`config.mk`:
```
export PLATFORM = sky130hd
export DESIGN_NAME = fft_bitrev_loader
export DESIGN_NICKNAME = d
export VERILOG_FILES = /design/src/rtl/fft_bitrev_loader.sv
export SDC_FILE = /design/constraint.sdc
export NUM_CORES = 1
export LEC_CHECK = 0
export CAP_MARGIN = 20
export CORE_MARGIN = 2
export CORE_UTILIZATION = 45
export CTS_BUF_LIST = sky130_fd_sc_hd__clkbuf_8
export CTS_CLUSTER_DIAMETER = 60
export DETAILED_ROUTE_END_ITERATION = 12
export DONT_BUFFER_PORTS = 1
export GPL_ROUTABILITY_DRIVEN = 1
export PLACE_DENSITY = 0.69
export SYNTH_ARGS = -nofsm -noshare
export SYNTH_HDL_FRONTEND = slang
export SYNTH_SLANG_ARGS = --single-unit
```
`constraint.sdc`:
```
create_clock -name clk -period 1.76 [get_ports clk]
set_input_delay 0.176 -clock clk [delete_from_list [all_inputs] [get_ports clk]]
set_output_delay 0.176 -clock clk [all_outputs]
set_load 0.01 [all_outputs]
```
`src/rtl/fft_bitrev_loader.sv`:
```
// fft_bitrev_loader
//   Upstream producer for the FFT ping-pong input buffer. It takes one frame of
//   N = 2**Log2N samples from a valid/ready stream and writes each sample into
//   the buffer's producer port at its bit-reversed address, or at its linear
//   address when BitRev=0. When the frame is complete it commits the bank with
//   a one-cycle push.
//   tlast sets the frame length. A short frame is zero-padded up to N. A long
//   frame is cut at N, and its remaining beats are dropped up to tlast.
//
//   Stream handshake: a beat transfers on a rising clk edge where s_tvalid and
//   s_tready are both 1. s_tready depends only on the registered FSM state,
//   never on s_tvalid. While s_tready=0 the producer may hold or change
//   s_tdata and s_tlast.
//
// Ports
//   clk, reset          clock; synchronous active-high reset
//   s_tdata/s_tvalid/s_tlast/s_tready   input sample stream
//   o_ce0, o_we0, o_address0, o_d0      buffer producer write port
//   o_ce, o_write                       buffer push strobe (one cycle per frame)
//   i_full_n                            buffer has a free bank
//   err_short, err_long                 one-cycle framing error pulses
//   frame_count                         committed frames, wraps at 2**16
module fft_bitrev_loader #(
  parameter int DataWidth    = 32,
  parameter int AddressWidth = 10,
  parameter int Log2N        = 5,
  parameter int BitRev       = 1
) (
  input  logic                    clk,
  input  logic                    reset,
  input  logic [DataWidth-1:0]    s_tdata,
  input  logic                    s_tvalid,
  input  logic                    s_tlast,
  output logic                    s_tready,
  output logic                    o_ce0,
  output logic                    o_we0,
  output logic [AddressWidth-1:0] o_address0,
  output logic [DataWidth-1:0]    o_d0,
  output logic                    o_ce,
  output logic                    o_write,
  input  logic                    i_full_n,
  output logic                    err_short,
  output logic                    err_long,
  output logic [15:0]             frame_count
);

  typedef enum logic [2:0] {
    S_WAIT   = 3'd0,
    S_FILL   = 3'd1,
    S_PAD    = 3'd2,
    S_COMMIT = 3'd3,
    S_DROP   = 3'd4
  } state_t;

  // idx has one spare bit. It briefly reaches N on the beat that ends the
  // frame, and is cleared in COMMIT.
  typedef logic [Log2N:0]   idx_t;
  typedef logic [Log2N-1:0] ptr_t;

  localparam idx_t LastIdx = idx_t'((1 << Log2N) - 1);

  state_t state;
  idx_t   idx;
  logic   drop_pend;
  ptr_t   rev_idx;
  ptr_t   wr_ptr;

  // Mirror the low Log2N bits of idx. idx bit 0 becomes the address MSB.
  always_comb begin
    rev_idx = '0;
    for (int i = 0; i < Log2N; i++) begin
      rev_idx[i] = idx[Log2N-1-i];
    end
    wr_ptr = (BitRev != 0) ? rev_idx : idx[Log2N-1:0];
  end

  assign s_tready = (state == S_FILL) || (state == S_DROP);
  assign o_ce     = (state == S_COMMIT);
  assign o_write  = (state == S_COMMIT);

  // The write port is combinational. A FILL beat reaches the buffer in the
  // same cycle that it is accepted.
  always_comb begin
    o_ce0      = 1'b0;
    o_we0      = 1'b0;
    o_d0       = '0;
    o_address0 = '0;
    if (state == S_FILL && s_tvalid) begin
      o_ce0                  = 1'b1;
      o_we0                  = 1'b1;
      o_d0                   = s_tdata;
      o_address0[Log2N-1:0]  = wr_ptr;
    end else if (state == S_PAD) begin
      o_ce0                  = 1'b1;
      o_we0                  = 1'b1;
      o_address0[Log2N-1:0]  = wr_ptr;
    end
  end

  // Push safety: a frame starts only when i_full_n=1, and this block is the
  // only pusher. After COMMIT the FSM always passes through WAIT, or through
  // DROP and then WAIT. By that point the buffer's registered i_full_n
  // already reflects the push.
  always_ff @(posedge clk) begin
    if (reset) begin
      state       <= S_WAIT;
      idx         <= '0;
      drop_pend   <= 1'b0;
      err_short   <= 1'b0;
      err_long    <= 1'b0;
      frame_count <= '0;
    end else begin
      err_short <= 1'b0;
      err_long  <= 1'b0;
      case (state)
        S_WAIT: begin
          if (i_full_n) state <= S_FILL;
        end
        S_FILL: begin
          if (s_tvalid) begin
            idx <= idx + 1'b1;
            if (idx == LastIdx) begin
              state <= S_COMMIT;
              if (!s_tlast) begin
                err_long  <= 1'b1;
                drop_pend <= 1'b1;
              end
            end else if (s_tlast) begin
              err_short <= 1'b1;
              state     <= S_PAD;
            end
          end
        end
        S_PAD: begin
          idx <= idx + 1'b1;
          if (idx == LastIdx) state <= S_COMMIT;
        end
        S_COMMIT: begin
          idx         <= '0;
          frame_count <= frame_count + 16'd1;
          state       <= drop_pend ? S_DROP : S_WAIT;
        end
        S_DROP: begin
          if (s_tvalid && s_tlast) begin
            drop_pend <= 1'b0;
            state     <= S_WAIT;
          end
        end
        default: state <= S_WAIT;
      endcase
    end
  end

endmodule
```
**Word-level counts from Yosys, hierarchy flattened**

Cells that the tools add are included.

- Register bits after elaboration: 28
- Bits of input ports: 37
- Output and inout bits: 65

- Mux-type cells: 22
- Bitwise gates (word level): 3
- Add/subtract/negate cells: 2
- Eq/ne operators: 12
- Reduce and logical (&&, ||, !) cells: 11

Operators by type and width:

| cell | count |
|---|---|
| 32-bit two-way mux | 1 |
| 3-bit two-way mux | 7 |
| 6-bit case mux with 3 select lines | 1 |
| 16-bit by 1-bit adder with 16-bit output, second input constant | 1 |
| 3-bit case mux with 5 select lines | 1 |
| 5-bit two-way mux | 2 |
| 5-bit AND reduction | 2 |
| 1-bit two-way mux | 8 |
| 4-bit OR reduction | 2 |
| 6-bit by 1-bit adder with 6-bit output, second input constant | 1 |
| 3-bit by 2-bit == test with 1-bit output, second input constant | 2 |
| 6-bit by 5-bit == test with 1-bit output, second input constant | 1 |
| 6-bit two-way mux | 1 |
| 2-bit by 1-bit != test with 1-bit output, second input constant | 3 |
| 2-bit != test, second input constant | 3 |
| 3-bit by 1-bit == test with 1-bit output, second input constant | 1 |
| 3-bit == test, second input constant | 1 |
| 3-bit logical NOT | 1 |
| 3-bit by 2-bit != test with 1-bit output, second input constant | 1 |
| 1-bit NOT | 3 |
| 3-bit nonzero test | 1 |
| 1-bit logical AND | 2 |
| 1-bit case mux with 2 select lines | 1 |
| 2-bit AND reduction | 1 |
| 2 further kinds | 2 |

**Logic depth before layout (Yosys ltp)**

- Word-level depth: 4
- Depth in mapped cells: 6

**Worst setup path before layout**

OpenSTA, ideal clock, no wires.

- Path type: reg-to-output
- Start point: register state[1]
- End point: output o_address0[0]
- Cell stages (with the launch flop): 6
- Path buffers: 2
- Path slack: -0.014 ns
- Arrival time: 1.598 ns
- Cells stage by stage: dfxtp_1 -> clkbuf_2 -> and3b_1 -> buf_2 -> nor3_1 -> and2_1

- Longest elaborated chain between the ends: 3
- Elaborated cells on any way between the ends: 5
- Those cells by class: eq/ne (2); mux (2); reduce/logical (1)

Ends and longest elaborated chain:

| what | line | RTL |
|---|---|---|
| from (decl) | 62 | `state_t state;` |
| from (signal assigned) | 141 | `state <= drop_pend ? S_DROP : S_WAIT;` |
| 3-bit by 2-bit == test with 1-bit output / 3-bit by 1-bit == test with 1-bit output (equally long branches) | 93, 88 |  |
| 5-bit two-way mux / 1-bit logical AND (equally long branches) | 93, 88 |  |
| 5-bit two-way mux * | 88 | `if (state == S_FILL && s_tvalid) begin` |
| to (decl) | 37 | `output logic [AddressWidth-1:0] o_address0,` |

Mark *: on every way between the ends. The rest lies on a longest branch, timed or not.

**Final worst setup path**

- Start point: register state[1]
- End point: output o_d0[1]

- Longest elaborated chain between the ends: 3

Ends and longest elaborated chain:

| what | line | RTL |
|---|---|---|
| 3-bit by 1-bit == test with 1-bit output | 88 |  |
| 1-bit logical AND | 88 |  |
| 32-bit two-way mux | 88 |  |
| to (decl) | 38 | `output logic [DataWidth-1:0] o_d0,` |

Every way passes these cells.

==> impl_metrics.env <==
export IMPL_outcome="finished clean"
export IMPL_drc=0
export IMPL_cts_root_buf="clkbuf_8"
export IMPL_power_density_nw_per_um2=857
export IMPL_dieArea_um2=4170
export IMPL_n_fill_cell=353
export IMPL_endpoint_kind="output pin"
export IMPL_required_ns=1.58
export IMPL_clkTransAtPathRegs_ns=0.10
export IMPL_grt_pass1_wl_um=5840
export IMPL_ios=102
export IMPL_crit_slowest_cell="dfxtp_4"
export IMPL_critPathLaunchType="register"
export IMPL_routedWlPerCell_um=14.9
export IMPL_max_stage_delay_ns=0.38
export IMPL_cts_htree_levels=1
export IMPL_drtIter0Drc=60
export IMPL_core_area_um2=3610
export IMPL_multi_input_area_um2=1010
export IMPL_ys_seq_elements=28
export IMPL_clockBufferDepth=2
export IMPL_die_h_um=64.6
export IMPL_critPathMaxFanout=35
export IMPL_wl_um=3890
export IMPL_ys_seq_area_frac=0.340
export IMPL_dpl_cell_area_um2=1750
export IMPL_drt_first_pass_iters=2
export IMPL_crit_chain="and2b_1 > and3b_1 > buf_6 > and2_1"
export IMPL_start_util=0.458
export IMPL_leakage_nw=0.715
export IMPL_ff_latch_area_um2=566
export IMPL_grt_ovfl_total=0
export IMPL_vias=1391
export IMPL_yosysWarningCount=0
export IMPL_clk_latency_ns=0.27
export IMPL_viasPerCell=5.33
export IMPL_cp_top_family="simple AND/OR/NAND/NOR gates"
export IMPL_clock_sinks=28
export IMPL_antenna_found_initial=0
export IMPL_syn_inst=201
export IMPL_syn2layout_area_growth_pct=14.1
export IMPL_synth_distinct_cells=44
export IMPL_slew_viol_final=0
export IMPL_fin_util=0.522
export IMPL_fin_area_um2=1880
export IMPL_dpl_hpwl_um=2910
export IMPL_avgSynthCellArea_um2=8.21
export IMPL_grt_pass1_vias=1215
export IMPL_gr_usage_all_layers=0.181
export IMPL_drtAntennaViolNets=0
export IMPL_nets=253
export IMPL_die_width_um=64.6
export IMPL_cp_num_buf_inv=1
export IMPL_fin_crit_ns=1.67
export IMPL_max_freq_mhz=600
export IMPL_cts_buffers=3
export IMPL_diodes=0
export IMPL_drive_gt1_frac=0.178
export IMPL_crit_type="reg2out"
export IMPL_relSlewSlack=0.461
export IMPL_grt_max_degree=36
export IMPL_tightest_slew_ns=0.806
export IMPL_syn_area_um2=1650
export IMPL_hold_viol_final=0
export IMPL_fin_worst_skew_ns=0.00503
export IMPL_drv_cap=0
export IMPL_vdd_ir_drop_max_mv=0.423
export IMPL_setup_violations=0
export IMPL_cts_tree="yes"
export IMPL_worstHoldPathType="in2reg"
export IMPL_row_count=22
export IMPL_finalCritPeriodShare=0.947
export IMPL_portBuffers=0
export IMPL_place_congestion=0.785
export IMPL_critPathArrivalTime_ns=1.49
-- kinds of logic after synthesis --
kind of cell / share of synthesized area
DFF: 0.340
adders and majority gates: 0.0152
and+or+nand+nor: 0.380
buffers and inverters: 0.0766
xor gates and xnor gates: 0.0690
muxes: 0.0121
other: 0.00227
AOI/OAI and AO/OA: 0.105
-- routing by layer --
metal	up-vias	GRT usage	share of wire
li1	705	-	-
met1	619	0.195	0.40
met2	65	0.349	0.53
met3	2	0.0313	0.063
met4	0	0.0638	0.0077
met5	-	0	0
-- synth_stat cells --
library cell,number,area share
o41ai_1,1,0.0053
or3_1,4,0.015
and2b_1,1,0.0046
a21oi_1,10,0.030
nor3b_1,1,0.0046
dfxtp_1,28,0.34
nor2_1,18,0.041
nor4bb_1,1,0.0061
nand3_4,1,0.011
nor3_1,4,0.012
mux2i_1,2,0.012
a32oi_1,1,0.0053
nand2_1,7,0.016
ha_1,2,0.015
and3b_1,2,0.011
o21ai_0,7,0.021
clkbuf_1,8,0.018
xnor2_1,6,0.032
clkbuf_2,1,0.0030
nand4_1,7,0.027
nor4b_1,2,0.011
nand2b_1,3,0.011
buf_4,7,0.032
inv_1,3,0.0068
nor2b_1,1,0.0038
o32ai_1,1,0.0053
a31oi_1,1,0.0038
and4_1,1,0.0053
o211ai_1,1,0.0046
o41a_1,1,0.0068
or2b_1,1,0.0046
or2_2,1,0.0038
and2_1,39,0.15
a21boi_0,2,0.0091
nor4_1,1,0.0038
conb_1,1,0.0023
nand3_1,4,0.012
or4_1,3,0.014
and4b_1,2,0.012
buf_2,1,0.0030
and3_1,1,0.0038
o31ai_1,3,0.014
buf_6,2,0.014
xor2_1,7,0.037
-- through the flow --
stage	setup slack [ns]	cells	hold slack, ns	power, mW	TNS, ns
2_1_floorplan	0.180	205	0.252	1.07	0
6_report	0.0932	261	0.0334	1.61	0
3_5_place_dp	0.108	252	0.252	1.14	0
5_1_grt	-0.00793	261	0.0290	1.71	-0.0238
3_3_place_gp	0.173	252	0.250	1.14	0
4_1_cts	0.0136	258	0.0314	1.56	0
-- layout make-up --
type	count	share of cell area
Clock buffer	4	0.0292
Inverter	3	0.00598
Multi-Input combinational cell	155	0.534
Sequential cell	28	0.300
Tap cell	48	0.0319
Timing Repair Buffer	23	0.0983
-- sequential cells by signal (all words and copies together) (netlist names) --
register and cells:
drop_pend 1, frame_count 16, err_long 1, state 3, err_short 1, idx 6
-- report_power, final --
| group | switching (mW) | internal, mW |
|---|---|---|
| registers | 0.0279 | 0.662 |
| logic | 0.301 | 0.224 |
| clock network | 0.198 | 0.200 |
-- final timing paths --
path	from	end	depth (start not counted)	slack, ns
hold / removal	s_tlast	err_short	2	0.03
setup / recovery	state[1]	o_d0[1]	4	0.09
setup reg to reg	idx[0]	state[0]	6	0.17
hold reg to reg	drop_pend	state[2]	2	0.50
-- timing repair --
| action | in CTS | in global routing |
|---|---|---|
| resized for setup | 2 | 12 |
| hold buffers | 2 | 0 |
| pin swaps | 0 | 3 |
| setup buffers | 0 | 3 |
| hold endpoints to repair | 22 | 0 |
| setup endpoints to repair | 13 | 39 |
-- placed cells by master (no fill, tap or decap), types with 4 or more instances in the layout --
master,n
nor2_1,18
nand4_1,7
and2_4,5
buf_4,19
and2_1,32
a21oi_1,10
xnor2_1,6
conb_1,5
nand3_1,4
or3_1,4
nand2_1,7
xor2_1,7
clkbuf_8,4
o21ai_0,7
dfxtp_1,26
Note: power is estimated with default switching activity, not from simulation.
